===== src/rtl/regfile_pkg.sv =====
// Shared register-file types for the operand-fetch stage and its bypass slices.
// Latency: n/a (types and constants only).
// Backpressure: n/a.
package regfile_pkg;

    localparam int REG_DATA_WIDTH = 32;
    localparam int REG_ADDR_WIDTH = 5;
    localparam int REG_TAG_WIDTH  = 8;

    typedef logic [REG_DATA_WIDTH-1:0] regData_t;
    typedef logic [REG_ADDR_WIDTH-1:0] regAddr_t;
    typedef logic [REG_TAG_WIDTH-1:0]  regTag_t;

    localparam regAddr_t ZERO_REG_ADDR = '0;

    typedef struct packed {
        regAddr_t srcA;
        regAddr_t srcB;
        regTag_t  tag;
    } operandReq_t;

endpackage


===== src/rtl/operand_bypass.sv =====
// One read-port slice: bank read-address mux, write-bypass capture and operand select.
// Latency: operand valid the cycle after the read address is driven.
// Backpressure: none; re-reads the held address every cycle the stage is not accepting.
module operand_bypass
    import regfile_pkg::*;
#(
    parameter int DATA_WIDTH = REG_DATA_WIDTH,
    parameter int ADDR_WIDTH = REG_ADDR_WIDTH,
    parameter bit ZERO_REG   = 1'b1
) (
    input  logic                  clk,
    input  logic                  reset_n,
    input  logic                  accept,
    input  logic [ADDR_WIDTH-1:0] issueSrc,
    input  logic [ADDR_WIDTH-1:0] heldSrc,
    input  logic                  bankWriteEnable,
    input  logic [ADDR_WIDTH-1:0] bankWriteAddress,
    input  logic [DATA_WIDTH-1:0] wbData,
    input  logic [DATA_WIDTH-1:0] bankReadData,
    output logic [ADDR_WIDTH-1:0] readAddress,
    output logic [DATA_WIDTH-1:0] operand
);

    logic                  byp;
    logic [DATA_WIDTH-1:0] bypData;
    logic                  srcIsZero;

    assign readAddress = accept ? issueSrc : heldSrc;

    // The bank returns pre-write data for a same-cycle write, so remember that write here.
    always_ff @(posedge clk or negedge reset_n) begin
        if (!reset_n) begin
            byp     <= 1'b0;
            bypData <= '0;
        end else begin
            byp     <= bankWriteEnable && (bankWriteAddress == readAddress);
            bypData <= wbData;
        end
    end

    assign srcIsZero = ZERO_REG && (heldSrc == ADDR_WIDTH'(ZERO_REG_ADDR));

    always_comb begin
        operand = bankReadData;
        if (srcIsZero) begin
            operand = '0;
        end else if (byp) begin
            operand = bypData;
        end
    end

endmodule


===== src/rtl/regfile_operand_fetch.sv =====
// Operand fetch in front of a dual-read-port register bank, with writeback bypass.
// Latency: request accepted in cycle T presents operands in T+1.
// Backpressure: one-deep; issueReady = !opValid || opReady, operands refreshed while stalled.
module regfile_operand_fetch
    import regfile_pkg::*;
#(
    parameter int DATA_WIDTH = REG_DATA_WIDTH,
    parameter int ADDR_WIDTH = REG_ADDR_WIDTH,
    parameter int TAG_WIDTH  = REG_TAG_WIDTH,
    parameter bit ZERO_REG   = 1'b1
) (
    input  logic                  clk,
    input  logic                  reset_n,
    input  logic                  issueValid,
    output logic                  issueReady,
    input  logic [ADDR_WIDTH-1:0] issueSrcA,
    input  logic [ADDR_WIDTH-1:0] issueSrcB,
    input  logic [TAG_WIDTH-1:0]  issueTag,
    input  logic                  flush,
    input  logic                  wbValid,
    input  logic [ADDR_WIDTH-1:0] wbAddr,
    input  logic [DATA_WIDTH-1:0] wbData,
    output logic                  bankWriteEnable,
    output logic [ADDR_WIDTH-1:0] bankWriteAddress,
    output logic [DATA_WIDTH-1:0] bankWriteData,
    output logic [ADDR_WIDTH-1:0] bankReadAddressA,
    output logic [ADDR_WIDTH-1:0] bankReadAddressB,
    input  logic [DATA_WIDTH-1:0] bankReadDataA,
    input  logic [DATA_WIDTH-1:0] bankReadDataB,
    output logic                  opValid,
    input  logic                  opReady,
    output logic [DATA_WIDTH-1:0] opA,
    output logic [DATA_WIDTH-1:0] opB,
    output logic [TAG_WIDTH-1:0]  opTag
);

    logic        opValidQ;
    logic        accept;
    operandReq_t held;

    assign issueReady = !opValidQ || opReady;
    // Flush drops a same-cycle issue without touching issueReady.
    assign accept     = issueValid && issueReady && !flush;

    assign bankWriteEnable  = wbValid && !(ZERO_REG && (wbAddr == ADDR_WIDTH'(ZERO_REG_ADDR)));
    assign bankWriteAddress = wbAddr;
    assign bankWriteData    = wbData;

    always_ff @(posedge clk or negedge reset_n) begin
        if (!reset_n) begin
            opValidQ <= 1'b0;
            held     <= '0;
        end else begin
            if (flush) begin
                opValidQ <= 1'b0;
            end else if (accept) begin
                opValidQ <= 1'b1;
            end else if (opValidQ && opReady) begin
                opValidQ <= 1'b0;
            end
            if (accept) begin
                held.srcA <= regAddr_t'(issueSrcA);
                held.srcB <= regAddr_t'(issueSrcB);
                held.tag  <= regTag_t'(issueTag);
            end
        end
    end

    operand_bypass #(
        .DATA_WIDTH (DATA_WIDTH),
        .ADDR_WIDTH (ADDR_WIDTH),
        .ZERO_REG   (ZERO_REG)
    ) u_port_a (
        .clk              (clk),
        .reset_n          (reset_n),
        .accept           (accept),
        .issueSrc         (issueSrcA),
        .heldSrc          (ADDR_WIDTH'(held.srcA)),
        .bankWriteEnable  (bankWriteEnable),
        .bankWriteAddress (bankWriteAddress),
        .wbData           (wbData),
        .bankReadData     (bankReadDataA),
        .readAddress      (bankReadAddressA),
        .operand          (opA)
    );

    operand_bypass #(
        .DATA_WIDTH (DATA_WIDTH),
        .ADDR_WIDTH (ADDR_WIDTH),
        .ZERO_REG   (ZERO_REG)
    ) u_port_b (
        .clk              (clk),
        .reset_n          (reset_n),
        .accept           (accept),
        .issueSrc         (issueSrcB),
        .heldSrc          (ADDR_WIDTH'(held.srcB)),
        .bankWriteEnable  (bankWriteEnable),
        .bankWriteAddress (bankWriteAddress),
        .wbData           (wbData),
        .bankReadData     (bankReadDataB),
        .readAddress      (bankReadAddressB),
        .operand          (opB)
    );

    assign opValid = opValidQ;
    assign opTag   = TAG_WIDTH'(held.tag);

endmodule


===== config.mk =====
export PLATFORM = sky130hd
export DESIGN_NAME = regfile_operand_fetch
export DESIGN_NICKNAME = d
export VERILOG_FILES = /design/src/rtl/regfile_pkg.sv /design/src/rtl/operand_bypass.sv /design/src/rtl/regfile_operand_fetch.sv
export SDC_FILE = /design/constraint.sdc
export NUM_CORES = 1
export LEC_CHECK = 0
export CORE_MARGIN = 5
export CORE_UTILIZATION = 37
export CTS_CLUSTER_SIZE = 20
export DETAILED_ROUTE_END_ITERATION = 10
export HOLD_SLACK_MARGIN = 0.05
export PLACE_DENSITY = 0.91
export SLEW_MARGIN = 30
export SYNTH_ARGS = -nofsm -noshare
export SYNTH_HDL_FRONTEND = slang
export SYNTH_SLANG_ARGS = --single-unit
export TNS_END_PERCENT = 1

===== constraint.sdc =====
create_clock -name clk -period 4.1 [get_ports clk]
set_clock_uncertainty 0.2 [all_clocks]
set_input_delay 0.82 -clock clk [delete_from_list [all_inputs] [get_ports clk]]
set_output_delay 0.82 -clock clk [all_outputs]
set_load 0.1 [all_outputs]

==> qor.csv <==
stage,metric,value,unit
outcome,status,"finished, final reports clean",
setup_path,path_cells,clkdlybuf4s50_1 -> nor2b_4 -> nor3b_4 -> mux2_2 -> buf_12,
global_routing,antenna_found_initial,0,
logic_synthesis,ys.flop_type,dfrtp_1,
timing,worst_slack,0.492,ns
timing,setup_tns,0,ns
timing,setup_viol,0,
detailed_routing,drtAntennaViolNets,0,
logic_synthesis,yosys-top-cells-area,"dfrtp_1 (41%), mux2i_1 (20%), buf_4 (11%), mux2_2 (9.8%), nor2_1 (7.9%)",
final_layout,diodes,0,
logic_synthesis,yosys-top-cells-count,"nor2_1 (68), mux2i_1 (65), dfrtp_1 (53)",
logic_synthesis,syn_nets,433,
placed_design,numPortBuffers,246,
global_routing,first_global_vias,3163,
clock_tree,postCtsHoldBufs,0,
pwr,p_leak,0.00229,µW
logic_synthesis,syn_area,3210,µm²
logic_synthesis,yosysTopAreaCellShare,0.413,
global_routing,grt.total_usage,0.197,
final_layout,stdcell_count,613,
setup_path,critical_path_arrival,2.59,ns
setup_path,slowest_stage,nor3b_4,
clock_tree,htree_levels,2,
clock_tree,cts_max_path_buffers,2,
logic_synthesis,yosys_register_bits,53,
timing,drv_slew,0,
floorplan,die_area,10700,µm²
floorplan,die_x,103,µm
placed_design,dp_hpwl,9.11,mm
floorplan,ios,247,
floorplan,die_y,103,µm
timing,max_slew_margin,0.327,
clock_tree,post_cts_resized,0,
detailed_routing,wl_per_cell,18.3,µm
setup_path,worstPathRequired,3.08,ns
placed_design,place_ws,0.470,ns
final_layout,final_cell_area,5410,µm²
run,max_cap_viol_count,0,
clock_tree,cts_setup_buffers,0,
detailed_routing,route.vias.total,2996,
detailed_routing,drt_iter0_markers,29,
clock_tree,cts.sinks,53,
final_layout,utilization,0.629,
logic_synthesis,yosysTopAreaCell,dfrtp_1,
logic_synthesis,yosysWarnings,0,
final_layout,layout-drive-gt1-share,0.321,
setup_path,cp-start-kind,primary input,
logic_synthesis,synth-edff-count,0,
setup_path,path_class,in2out,
clock_tree,clockRootBuffer,clkbuf_8,
timing,worst_pin_slew,1.01,ns
global_routing,grt-ovfl-total,0,
logic_synthesis,seq_area_frac_synth,0.413,
hold_path,worstHoldPathType,reg2reg,
setup_path,crit_path_end_kind,output port,
detailed_routing,vias_per_cell,4.89,
detailed_routing,dr.pass1.iters,4,
detailed_routing,wirelength,11.2,mm
global_routing,grt_pass1_wl,16.4,mm
clock_tree,clk_latency,0.30,ns
logic_synthesis,synth_cell_type_count,24,
logic_synthesis,avgSynthCellArea,10.4,µm²
clock_tree,cts_tree,done,
logic_synthesis,yosysMostFrequentCell,nor2_1,
clock_tree,cts_made_buffers,5,
pwr,powerDensity,433,nW/µm²
clock_tree,clkTransAtPathRegs,0.09,ns
setup_path,crit_fanout,14,
setup_path,critPathMaxStageDelay,0.56,ns
placed_design,gp_congestion,0.770,
floorplan,core.rowCount,34,
floorplan,fp.coreArea,8590,µm²
floorplan,start_util,0.374,
logic_synthesis,synthCells,308,
placed_design,placedCellCount,606,
timing,layout_min_cycle_time,3.61,ns
timing,timing.final.crit_share,0.880,
timing,hold_viol_final,0,
timing,fmax,277,MHz
logic_synthesis,async_reset_ff_frac,1.00,
pwr,irDropWorstVdd,0.247,mV
placed_design,postPlaceCellArea,5320,µm²
final_layout,syn_to_final_growth,68.2,%
final_layout,nets,630,
detailed_routing,drc,0,
timing,rsz0062_at_grt,no,
global_routing,grt_max_degree,33,
==> kinds of logic (layout without fill, tap and decap cells) <==
group / count (synthesis) / count (layout) / share of synthesized area
mux: 93 / 93 / 0.301
xor+xnor: 12 / 12 / 0.0327
simple gates: 77 / 77 / 0.107
flops: 53 / 53 / 0.413
compound gates: 6 / 6 / 0.0136
buf+inv: 67 / 264 / 0.134
==> stage by stage <==
| step | total power (µW) | hold WS, ns |
|---|---|---|
| finish | 2340 | 0.313 |
| global route | 2430 | 0.334 |
| CTS | 2360 | 0.318 |
| detailed placement | 2060 | 0.296 |
| global placement | 2040 | 0.289 |
| floorplan | 1670 | 0.282 |
==> critical path, delay by kind of cell <==
family,cells,cell delay (ns)
multiplexers,1,0.46
buffers and inverters,2,0.69
AND/OR/NAND/NOR,2,0.62
==> layout by cell type (no fill, tap or decap), types with 4 or more instances in the layout <==
cell	count
dfrtp_1	51
inv_1	4
nor2_1	66
mux2_2	28
xor2_1	9
mux2i_1	65
clkbuf_8	6
buf_4	108
buf_12	12
clkdlybuf4s50_1	132
==> path summary, 6_finish.rpt <==
kind | slack (ns) | cells after the start | to | startpoint
worst min register to register | 0.31 | 1 | opTag[5] | opTag[5]
min in group asynchronous | 0.32 | 1 | opValid | reset_n
worst max-delay path | 0.49 | 5 | bankReadAddressB[1] | opReady
worst max register to register | 1.63 | 6 | u_port_b.byp | opValid
max in group asynchronous | 2.58 | 2 | u_port_b.bypData[27] | reset_n
worst min-delay path | 0.31 | 1 | opTag[5] | opTag[5]
==> report_power, final <==
| group | total, µW | internal [µW] | switching (µW) | leakage [µW] |
|---|---|---|---|---|
| clock network | 298 | 135 | 163 | 0.0000443 |
| logic | 1430 | 394 | 1030 | 0.00162 |
| registers | 617 | 570 | 46.6 | 0.000621 |
| total | 2340 | 1100 | 1240 | 0.00229 |
==> area by class of cell <==
class                           count  area (µm²)
Timing Repair Buffer              253        2380
Fill cell                         704        3190
Clock buffer                        7        86.3
Multi-Input combinational cell    188        1460
Inverter                            4        15.0
Tap cell                          108         135
Sequential cell                    53        1330
==> metal layers <==
layer | vias up | wire, µm | global-route usage
li1 | 1379 | - | -
met1 | 1445 | 3900 | 0.214
met2 | 155 | 5950 | 0.371
met3 | 17 | 1150 | 0.0624
met4 | 0 | 194 | 0.0468
met5 | - | 0 | 0
==> state kept, by name, indices dropped and copies added (netlist names) <==
| signal | flops |
|---|---|
| opValid | 1 |
| u_port_b.byp | 1 |
| held | 10 |
| u_port_a.byp | 1 |
| u_port_b.bypData | 32 |
| opTag | 8 |
(Power assumes the default switching activity.)
==> variant 1 (same flow settings) <==
`bypData` no longer has a reset.
--- a/src/rtl/operand_bypass.sv
+++ b/src/rtl/operand_bypass.sv
@@ -31,11 +31,13 @@
     always_ff @(posedge clk or negedge reset_n) begin
         if (!reset_n) begin
             byp     <= 1'b0;
-            bypData <= '0;
         end else begin
             byp     <= bankWriteEnable && (bankWriteAddress == readAddress);
-            bypData <= wbData;
         end
+    end
+
+    always_ff @(posedge clk) begin
+        bypData <= wbData;
     end
 
     assign srcIsZero = ZERO_REG && (heldSrc == ADDR_WIDTH'(ZERO_REG_ADDR));
Behaviour: no difference found for any inputs over 10 cycles, from zero or initial values and one cycle with reset_n low; that may be too few to reach the edited logic, so the function may still have changed.
==> variant 1 against the original RTL <==
Maximum frequency rose by 3.6%. Total power rose by 2.2%. Synthesized area fell by 5.0%. Wire length fell by 1.1%. Largest cell class unchanged. Sequential cell count did not move. Cell area fell by 3.4%. Setup slack improved by 120 ps. Highest routed layer unchanged.
==> variant 1: results (changes against the original RTL) <==
----------------------------------------------------
[Global routing]
  Combined global-route utilization of all metal layers ... 20.4% (was 19.7%)
  GR Layer Usage met3 ... 4.91% (was 6.24%)
  Wire length of the first global-routing pass ... 16400 microns (about the same)

[Worst setup path]
  Minimum setup slack among reg-to-reg paths ... 1810 ps (was 1630 ps)
  Reg2Reg Depth ... 7 (was 6)
  CP Data Arrival Time ... 2460 ps (was 2590 ps)
  Max FO, Critical Path ... 5 (was 14)
  CP max-delay cell ... or4_1 (was nor3b_4)
  Launching instance or port of the critical path ... wbAddr[0] (was opReady)

[Finish]
  Final non-filler cell total ... 608 (was 613)
  NumNets Final ... 627 (was 630)
  Total of fill cells in the finished design ... 635 (was 704)

[Power and ir drop]
  Power Sequential ... 0.613 mW (was 0.617 mW)
  Psw ... 1.24 mW (about the same)
  Pleak ... 2.18 nW (was 2.29 nW)
  Fraction of power consumed by sequential logic ... 25.6% (was 26.4%)

[Yosys]
  Share of the yosys chip area belonging to registers ... 38.2% (was 41.3%)
  Leading post-synthesis cells by instance count ... nor2_1 (68), mux2i_1 (65), buf_4 (45), dfxtp_1 (32), mux2_2 (28) (was nor2_1 (68), mux2i_1 (65), dfrtp_1 (53), buf_4 (45), mux2_2 (28))
  Complex-gate fraction of the synthesized area ... 1.43% (was 1.36%)
  Fraction of synthesized area in multiplexers ... 31.6% (was 30.1%)
  Ranking of synthesized cells by area ... mux2i_1 (21%), dfxtp_1 (21%), dfrtp_1 (17%), buf_4 (11%), mux2_2 (10%) (was dfrtp_1 (41%), mux2i_1 (20%), buf_4 (11%), mux2_2 (9.8%), nor2_1 (7.9%))
  Dominant synthesized flop cell ... dfxtp_1 (was dfrtp_1)

[Worst hold path]
  Path category of the worst min-delay check ... in2async (was reg2reg)

[Outcome]
  Outcome ... finished, final reports clean (unchanged)

[Route]
  DRC violation total after the first TritonRoute iteration ... 47 (was 29)
  Met3 Routed Length ... 1020 microns (was 1150 microns)
  Metal2 WL ... 5820 microns (was 5950 microns)

[Placement]
  Final weighted congestion in routability-driven placement ... 0.869 (was 0.770)
  Detailed Place HPWL ... 9080 microns (was 9110 microns)
  Inst Count DP ... 600 (was 606)

[STA]
  Hold WS ... 262 ps (was 313 ps)

----------------------------------------------------
variant 1: cell types whose count changed after synthesis:
| cell | before | now |
|---|---|---|
| dfrtp_1 | 53 | 21 |
| dfxtp_1 | 0 | 32 |
variant 1: layout make-up:
class | instances | area (sq um) | share of cell area (%)
clock inverters | 1 | 30.0 | 0.575
repair buffers | 250 | 2330 | 44.6
clock buffers | 7 | 86.3 | 1.65
well taps | 105 | 131 | 2.51
flip-flops and latches | 53 | 1170 | 22.4
inverters | 4 | 15.0 | 0.287
multi-input cells | 188 | 1460 | 28.0
variant 1: worst max-delay path by stage:
| stage | end | slack [ps] | depth (start not counted) |
|---|---|---|---|
| 4_1_cts | bankWriteEnable | 630 | 5 |
| 2_1_floorplan | opA[10] | 710 | 4 |
| 3_5_place_dp | bankWriteEnable | 620 | 5 |
| 3_3_place_gp | bankReadAddressA[1] | 670 | 6 |
| 6_report | bankWriteEnable | 620 | 5 |
| 5_1_grt | bankWriteEnable | 560 | 5 |
==> variant 2 (same flow settings) <==
Without the edit above. `ZERO_REG` is set to 1'b1 in 2 places; all go to 1'b0.
--- a/src/rtl/operand_bypass.sv
+++ b/src/rtl/operand_bypass.sv
@@ -6,7 +6,7 @@
 #(
     parameter int DATA_WIDTH = REG_DATA_WIDTH,
     parameter int ADDR_WIDTH = REG_ADDR_WIDTH,
-    parameter bit ZERO_REG   = 1'b1
+    parameter bit ZERO_REG   = 1'b0
 ) (
     input  logic                  clk,
     input  logic                  reset_n,
--- a/src/rtl/regfile_operand_fetch.sv
+++ b/src/rtl/regfile_operand_fetch.sv
@@ -7,7 +7,7 @@
     parameter int DATA_WIDTH = REG_DATA_WIDTH,
     parameter int ADDR_WIDTH = REG_ADDR_WIDTH,
     parameter int TAG_WIDTH  = REG_TAG_WIDTH,
-    parameter bit ZERO_REG   = 1'b1
+    parameter bit ZERO_REG   = 1'b0
 ) (
     input  logic                  clk,
     input  logic                  reset_n,
Check against the original RTL: not equivalent (a bounded check fails within 4 cycles, from zero or initial values and one cycle with reset_n low).
==> variant 2 against the original RTL <==
Wire length shrank 8.5%. Total power is 6.4% lower. Clock power is 24% higher. Combinational power decreased by 15%. Global-route usage decreased by 0.48 points. Synthesized area is 6.8% lower. Cell area shrank 4.0%. Maximum frequency up 5.1%. Setup slack improved by 180 ps. Sequential share of layout area up 0.92 points. Sequential cell count stayed put.
==> variant 2: results (changes against the original RTL) <==
----------------------------------------------------
[Finish]
  Nonclk buf count ... 250 (was 253)
  Total of fill cells in the finished design ... 578 (was 704)
  Multi-input comb cells ... 116 (was 188)
  Final non-filler cell total ... 532 (was 613)
  Number of non-clock inverters ... 3 (was 4)
  NumNets Final ... 554 (was 630)
  FF+latch area ... 0.00133 sq mm (about the same)
  Util after Layout ... 66.5% (was 62.9%)
  Final non-clock buffer share ... 45.3% (was 44.0%)

[Power and ir drop]
  Clock share of power ... 16.9% (was 12.7%)
  Worst voltage drop across the vdd grid ... 302 uV (was 247 uV)
  Total clock network power ... 0.370 mW (was 0.298 mW)
  Sw frac ... 48.0% (was 53.0%)

[Worst setup path]
  CP max-delay cell ... clkdlybuf4s50_1 (was nor3b_4)
  Minimum setup slack among reg-to-reg paths ... 2040 ps (was 1630 ps)
  CP Data Arrival Time ... 2410 ps (was 2590 ps)
  Max FO, Critical Path ... 32 (was 14)
  Slowest stage delay, CP ... 510 ps (was 560 ps)

[Global routing]
  Pin count of the biggest net entering global routing ... 51 (was 33)
  Combined global-route utilization of all metal layers ... 19.2% (was 19.7%)
  Wire length of the first global-routing pass ... 15100 microns (was 16400 microns)

[Outcome]
  Outcome ... finished, final reports clean (unchanged)

[Yosys]
  Fraction of synthesized area in multiplexers ... 35.1% (was 30.1%)
  Share of the yosys chip area belonging to registers ... 44.3% (was 41.3%)
  Xor/xnor share of the synthesized area ... 2.92% (was 3.27%)
  Complex-gate fraction of the synthesized area ... 1.09% (was 1.36%)
  Count of unique library cells instantiated by Yosys ... 18 (was 24)
  Mapped Nets ... 354 (was 433)
  Cell with the most instances after synthesis ... mux2_2 (was nor2_1)
  Leading post-synthesis cells by instance count ... mux2_2 (88), dfrtp_1 (53), buf_4 (48), buf_1 (6), xor2_1 (6) (was nor2_1 (68), mux2i_1 (65), dfrtp_1 (53), buf_4 (45), mux2_2 (28))
  Ranking of synthesized cells by area ... dfrtp_1 (44%), mux2_2 (33%), buf_4 (12%), mux2_4 (2.0%), xor2_1 (1.8%) (was dfrtp_1 (41%), mux2i_1 (20%), buf_4 (11%), mux2_2 (9.8%), nor2_1 (7.9%))

[STA]
  Setup ws final ... 668 ps (was 492 ps)
  Hold WS ... 101 ps (was 313 ps)

[Placement]
  Final weighted congestion in routability-driven placement ... 0.869 (was 0.770)
  Setup slack at placement ... 657 ps (was 470 ps)
  Inst Count DP ... 524 (was 606)

[Route]
  WL/cell ... 19.3 microns (was 18.3 microns)
  Via total after detailed routing ... 2470 (was 2996)
  DRC violation total after the first TritonRoute iteration ... 41 (was 29)
  Length of the first detailed-routing pass in iterations ... 5 (was 4)

[Clock network]
  Root buffer cell ... clkbuf_8 (unchanged)

[Die]
  Number of rows in the core area ... 32 (was 34)

----------------------------------------------------
-- variant 2: cell count changes in the layout (fill, tap and decap cells not counted), moves of 3 or more --
cell,unedited run,this run
buf_4,108,105
mux2_2,28,88
mux2_4,0,4
mux2i_1,65,0
nor2_1,66,2
or4_1,3,0
xor2_1,9,6
-- variant 2: critical path: cells and delay by family --
kind	cells	cell delay [ps]
buffers and inverters	3	920
multiplexers	1	400
AND/OR/NAND/NOR	2	260
-- variant 2: path summary, 6_finish.rpt --
check,from,endpoint,cells after the start
max in group asynchronous,reset_n,u_port_b.bypData[6],2
min in group clk,opTag[3],opTag[3],1
worst max-delay path,opReady,bankReadAddressA[2],6
worst min-delay path,reset_n,opTag[3],1
worst min register to register,opTag[3],opTag[3],1
worst max register to register,opValid,u_port_a.byp,6
-- variant 2: routing by layer --
metal	track usage [%]	share of wire [%]	vias to the layer above
met5	0	0	-
met4	3.73	1.3	0
met3	5.63	8.8	12
met2	36.5	54	126
met1	21.3	35	1174
li1	-	-	1158
